<file path="src/rtl/imuldiv_muldiv_dispatch.sv">
// ----------------------------------------------------------------------------
// imuldiv_muldiv_dispatch
//
// Front end for a shared integer multiply/divide datapath. It accepts one
// MUL/DIV/DIVU/REM/REMU request at a time, forwards the registered operands
// to either the multiplier or the divider, waits for that unit's 64-bit
// answer and returns it upstream unmodified. Illegal opcodes, and (when
// BYPASS_DIV0 is set) divisions by zero, are answered locally without
// touching either unit.
//
// Ports
//   clk, reset                  clock, synchronous active-high reset
//   muldivreq_msg_fn/_a/_b      opcode (0 MUL,1 DIV,2 DIVU,3 REM,4 REMU) and operands
//   muldivreq_val/_rdy          upstream request handshake
//   muldivresp_msg_result       64-bit result to upstream
//   muldivresp_val/_rdy         upstream response handshake
//   mulreq_msg_a/_b, _val/_rdy  request to multiplier
//   mulresp_msg_result/_val/_rdy  64-bit product from multiplier
//   divreq_msg_fn/_a/_b, _val/_rdy  request to divider (fn 1 = signed)
//   divresp_msg_result/_val/_rdy    {remainder, quotient} from divider
// ----------------------------------------------------------------------------
module imuldiv_muldiv_dispatch #(
    parameter bit BYPASS_DIV0 = 1'b1
) (
    input  logic        clk,
    input  logic        reset,

    input  logic [2:0]  muldivreq_msg_fn,
    input  logic [31:0] muldivreq_msg_a,
    input  logic [31:0] muldivreq_msg_b,
    input  logic        muldivreq_val,
    output logic        muldivreq_rdy,

    output logic [63:0] muldivresp_msg_result,
    output logic        muldivresp_val,
    input  logic        muldivresp_rdy,

    output logic [31:0] mulreq_msg_a,
    output logic [31:0] mulreq_msg_b,
    output logic        mulreq_val,
    input  logic        mulreq_rdy,

    input  logic [63:0] mulresp_msg_result,
    input  logic        mulresp_val,
    output logic        mulresp_rdy,

    output logic        divreq_msg_fn,
    output logic [31:0] divreq_msg_a,
    output logic [31:0] divreq_msg_b,
    output logic        divreq_val,
    input  logic        divreq_rdy,

    input  logic [63:0] divresp_msg_result,
    input  logic        divresp_val,
    output logic        divresp_rdy
);

    localparam logic [2:0] FN_MUL  = 3'd0;
    localparam logic [2:0] FN_DIV  = 3'd1;
    localparam logic [2:0] FN_REM  = 3'd3;
    localparam logic [2:0] FN_REMU = 3'd4;

    typedef enum logic [1:0] {
        S_IDLE,
        S_ISSUE,
        S_WAIT,
        S_RESP
    } state_t;

    state_t      state_q, state_d;
    logic [2:0]  fn_q, fn_d;
    logic [31:0] a_q, a_d;
    logic [31:0] b_q, b_d;
    logic [63:0] result_q, result_d;

    logic        req_illegal;
    logic        req_div0;
    logic        is_mul_q;

    // Decode of the incoming request, only meaningful in IDLE.
    assign req_illegal = (muldivreq_msg_fn > FN_REMU);
    assign req_div0    = BYPASS_DIV0 && !req_illegal
                         && (muldivreq_msg_fn != FN_MUL)
                         && (muldivreq_msg_b == '0);

    // Only legal opcodes ever reach ISSUE/WAIT, so fn_q is 0..4 there.
    assign is_mul_q = (fn_q == FN_MUL);

    // Operand buses follow the registers; they are only qualified by *_val.
    assign mulreq_msg_a  = a_q;
    assign mulreq_msg_b  = b_q;
    assign divreq_msg_a  = a_q;
    assign divreq_msg_b  = b_q;
    assign divreq_msg_fn = (fn_q == FN_DIV) || (fn_q == FN_REM);

    assign muldivresp_msg_result = result_q;

    always_ff @(posedge clk) begin
        if (reset) begin
            state_q  <= S_IDLE;
            fn_q     <= '0;
            a_q      <= '0;
            b_q      <= '0;
            result_q <= '0;
        end else begin
            state_q  <= state_d;
            fn_q     <= fn_d;
            a_q      <= a_d;
            b_q      <= b_d;
            result_q <= result_d;
        end
    end

    always_comb begin
        state_d        = state_q;
        fn_d           = fn_q;
        a_d            = a_q;
        b_d            = b_q;
        result_d       = result_q;
        muldivreq_rdy  = 1'b0;
        muldivresp_val = 1'b0;
        mulreq_val     = 1'b0;
        divreq_val     = 1'b0;
        mulresp_rdy    = 1'b0;
        divresp_rdy    = 1'b0;

        case (state_q)
            S_IDLE: begin
                muldivreq_rdy = 1'b1;
                if (muldivreq_val) begin
                    fn_d = muldivreq_msg_fn;
                    a_d  = muldivreq_msg_a;
                    b_d  = muldivreq_msg_b;
                    if (req_illegal) begin
                        result_d = '0;
                        state_d  = S_RESP;
                    end else if (req_div0) begin
                        // Divide by zero: quotient all ones, remainder = dividend.
                        result_d = {muldivreq_msg_a, 32'hFFFF_FFFF};
                        state_d  = S_RESP;
                    end else begin
                        state_d = S_ISSUE;
                    end
                end
            end

            S_ISSUE: begin
                if (is_mul_q) begin
                    mulreq_val = 1'b1;
                    if (mulreq_rdy) state_d = S_WAIT;
                end else begin
                    divreq_val = 1'b1;
                    if (divreq_rdy) state_d = S_WAIT;
                end
            end

            S_WAIT: begin
                if (is_mul_q) begin
                    mulresp_rdy = 1'b1;
                    if (mulresp_val) begin
                        result_d = mulresp_msg_result;
                        state_d  = S_RESP;
                    end
                end else begin
                    divresp_rdy = 1'b1;
                    if (divresp_val) begin
                        result_d = divresp_msg_result;
                        state_d  = S_RESP;
                    end
                end
            end

            S_RESP: begin
                muldivresp_val = 1'b1;
                if (muldivresp_rdy) state_d = S_IDLE;
            end

            default: state_d = S_IDLE;
        endcase
    end

endmodule

</file>
<file path="config.mk">
export PLATFORM = sky130hd
export DESIGN_NAME = imuldiv_muldiv_dispatch
export DESIGN_NICKNAME = d
export VERILOG_FILES = /design/src/rtl/imuldiv_muldiv_dispatch.sv
export SDC_FILE = /design/constraint.sdc
export NUM_CORES = 1
export LEC_CHECK = 0
export CAP_MARGIN = 20
export CORE_AREA = 5 5 155 157
export CTS_BUF_LIST = sky130_fd_sc_hd__clkbuf_16
export CTS_CLUSTER_DIAMETER = 100
export DETAILED_ROUTE_END_ITERATION = 10
export DIE_AREA = 0 0 160 162
export PLACE_DENSITY_LB_ADDON = 0.3
export SLEW_MARGIN = 5
export SYNTH_ARGS = -nofsm -noshare
export SYNTH_HDL_FRONTEND = slang
export SYNTH_SLANG_ARGS = --single-unit
</file>
<file path="constraint.sdc">
create_clock -name clk -period 2.6 [get_ports clk]
set_input_delay 0.39 -clock clk [delete_from_list [all_inputs] [get_ports clk]]
set_output_delay 0.39 -clock clk [all_outputs]
set_load 0.02 [all_outputs]
</file>
==> flow_metrics.env <==
export IMPL_drt_wl_total_um=27100
export IMPL_synthArstFlopShare=0
export IMPL_grt_max_degree=68
export IMPL_max_freq_mhz=406
export IMPL_drcViolationCount=0
export IMPL_crit_fanout=24
export IMPL_gp_congestion=0.785
export IMPL_holdCritPathClass="in -> reg"
export IMPL_rsz0062_at_grt="false"
export IMPL_leakage_uw=0.00397
export IMPL_pwr_share_seq=0.260
export IMPL_design_area_um2=11500
export IMPL_fp_dieW_um=160
export IMPL_yosysSeqAreaShare=0.371
export IMPL_hold_depth=2
export IMPL_power_switching_uw=4750
export IMPL_cts_sinks=133
export IMPL_clk_latency_ns=0.42
export IMPL_finalSetupTns_ns=0
export IMPL_synth_area_um2=7170
export IMPL_routedWlPerCell_um=19.1
export IMPL_nets=1332
export IMPL_regToRegSetupSlack_ns=0.49
export IMPL_final_common_cell="clkdlybuf4s50_1"
export IMPL_relSlewSlack=0.501
export IMPL_placed_cell_area_um2=10900
export IMPL_drt_iter0_markers=275
export IMPL_antenna_found_initial=0
export IMPL_die_height_um=162
export IMPL_cts_root_buf="clkbuf_16"
export IMPL_fin_crit_sh=0.948
export IMPL_worstReg2RegEnd="muldivresp_msg_result[56]"
export IMPL_track_usage=0.201
export IMPL_cp_required_ns=2.89
export IMPL_cts_htree_levels=4
export IMPL_postRouteAntennaNets=0
export IMPL_numPortBuffers=401
export IMPL_hpwl_um=20400
export IMPL_reg2reg_from="fn_q[2]"
export IMPL_p_clk_frac=0.193
export IMPL_drive_gt1_frac=0.172
export IMPL_peakVddDrop_v=0.000498
export IMPL_power_share_switching=0.418
export IMPL_hold_buffers=0
export IMPL_p_total_uw=11400
export IMPL_arrival_ns=2.75
export IMPL_path_clk_slew_ns=0.06
export IMPL_p_comb_frac=0.548
export IMPL_ys_warnings_count=0
export IMPL_firstDrtPassIters=4
export IMPL_layout_common_cells="clkdlybuf4s50_1 (400), nand2_1 (167), a21oi_1 (164), dfxtp_1 (133), mux2_2 (65)"
export IMPL_yosysTopAreaCellShare=0.371
export IMPL_cp_start_kind="input pin"
export IMPL_max_slew_worst_pin_slew_ns=0.748
export IMPL_grt_overflow=0
export IMPL_fin_skew_ns=0.0132
export IMPL_multi_input_area_um2=3540
export IMPL_hold_end="divreq_msg_a[0]"
export IMPL_syn_inst=810
export IMPL_fillers=2129
export IMPL_num_io_pins=402
export IMPL_maxCapViolations=0
export IMPL_critical_path_class="in -> reg"
export IMPL_hold_slack_ns=0.366
export IMPL_dr_total_vias=6971
export IMPL_area_delta_synth_final_pct=59.9
export IMPL_viasPerCell=4.90
export IMPL_cp_end_kind="flop"
export IMPL_power_density_nw_per_um2=991
export IMPL_drv_slew=0
export IMPL_layout_area_seq_um2=2660
export IMPL_reg2reg_depth=5
export IMPL_hold_viol=0
export IMPL_grt_pass1_wl_um=41400
export IMPL_cts_buffers=17
export IMPL_synth_edff_count=0
export IMPL_synth_cell_types=37
export IMPL_core_um2=22400
export IMPL_finalSetupViolCount=0
export IMPL_avgSynthCellArea_um2=8.85
export IMPL_antenna_cells=0
export IMPL_syn_num_nets=1018
export IMPL_status="completed"
export IMPL_hold_start="reset"
export IMPL_final_util=0.513
export IMPL_cts_buffer_depth=2
export IMPL_internal_power_uw=6620
export IMPL_cts_tree="done"
export IMPL_start_util=0.321
export IMPL_synth_area_leaders="dfxtp_1 (37%), a21oi_1 (11%), a211oi_2 (10%), mux2_2 (10%), nand2_1 (8.8%)"
export IMPL_yosysTopAreaCell="dfxtp_1"
export IMPL_die_area_um2=25900
export IMPL_rows=55
export IMPL_synth_top_flop_cell="dfxtp_1"
export IMPL_period_needed_ns=2.46
export IMPL_grt_pass1_vias=7398
export IMPL_synth_seq_cells=133
==> power groups by stage <==
| stage | registers (uW) | clock network (uW) | logic (uW) |
|---|---|---|---|
| finish | 2950 | 2190 | 6220 |
| global route | 3030 | 2340 | 6690 |
| CTS | 2950 | 2250 | 6290 |
| detailed placement | 2980 | 0 | 6280 |
| global placement | 2980 | 0 | 6200 |
| floorplan | 3550 | 0 | 3490 |
==> synth_stat cells (3+ instances only) <==
cell type and count:
nand2_1 168, a21oi_1 164, dfxtp_1 133, buf_4 65
mux2_2 65, a211oi_2 59, clkbuf_1 41, nor3b_1 32
buf_2 8, buf_6 8, clkbuf_8 7, inv_1 7
a211oi_1 6, nor4_1 6, buf_12 5, ha_1 5
buf_1 4, nor2_1 4, and2_1 3, nor3_1 3
==> kinds of logic (layout without fill, tap and decap cells) <==
family / Yosys count / after routing / share of synthesized area
buffers and inverters: 145 / 472 / 0.141
adders and majority gates: 5 / 5 / 0.00872
and+or+nand+nor: 226 / 226 / 0.145
DFF: 133 / 133 / 0.371
AOI/OAI and AO/OA: 236 / 236 / 0.232
muxes: 65 / 65 / 0.102
==> registers in the layout, indices dropped and copies added, names as in the netlist <==
| register | flops |
|---|---|
| muldivresp_msg_result | 64 |
| divreq_msg_a | 32 |
| divreq_msg_b | 32 |
| fn_q | 3 |
| state_q | 2 |
==> metal layers <==
| metal | track usage | wire length (um) | share of wire | vias up |
|---|---|---|---|---|
| li1 | - | - | - | 3384 |
| met1 | 0.230 | 10800 | 0.40 | 3255 |
| met2 | 0.359 | 13800 | 0.51 | 290 |
| met3 | 0.0571 | 1830 | 0.067 | 42 |
| met4 | 0.0735 | 701 | 0.026 | 0 |
| met5 | 0 | 0 | 0 | - |
==> area by class of cell <==
class | count | area share
repair buffers | 433 | 0.379
multi-input cells | 532 | 0.309
flip-flops and latches | 133 | 0.232
clock buffers | 17 | 0.0371
well taps | 285 | 0.0311
clock inverters | 15 | 0.00928
inverters | 7 | 0.00229
==> worst max-delay path by stage <==
stage | startpoint | slack [ns] | to
floorplan | muldivreq_msg_fn[0] | 0.31 | muldivresp_msg_result[11]
global placement | muldivreq_msg_fn[0] | -0.31 | muldivresp_msg_result[31]
detailed placement | muldivreq_msg_fn[0] | -0.37 | muldivresp_msg_result[63]
CTS | state_q[0] | 0.03 | divresp_rdy
global route | muldivreq_msg_fn[0] | 0.04 | muldivresp_msg_result[63]
finish | muldivreq_msg_fn[0] | 0.14 | muldivresp_msg_result[63]
==> repair_timing <==
item | in CTS | in global routing
gates resized for setup | 0 | 1
endpoints found under the setup margin | 0 | 23
setup buffers | 0 | 1
==> stage by stage <==
step	worst slack (ns)	instances
final	0.135	1422
after global routing	0.0378	1422
after CTS	0.0294	1421
after detailed placement	-0.368	1389
after global placement	-0.307	1389
after floorplan	0.307	810
==> critical path, cell delays in order <==
cell,delay [ns]
clkdlybuf4s50_1,0.41
or2_2,0.32
ha_1,0.27
nor4b_2,0.23
nand4_1,0.20
o31ai_4,0.33
and2_2,0.27
buf_12,0.21
a211oi_1,0.10
(Power assumes the default switching activity.)
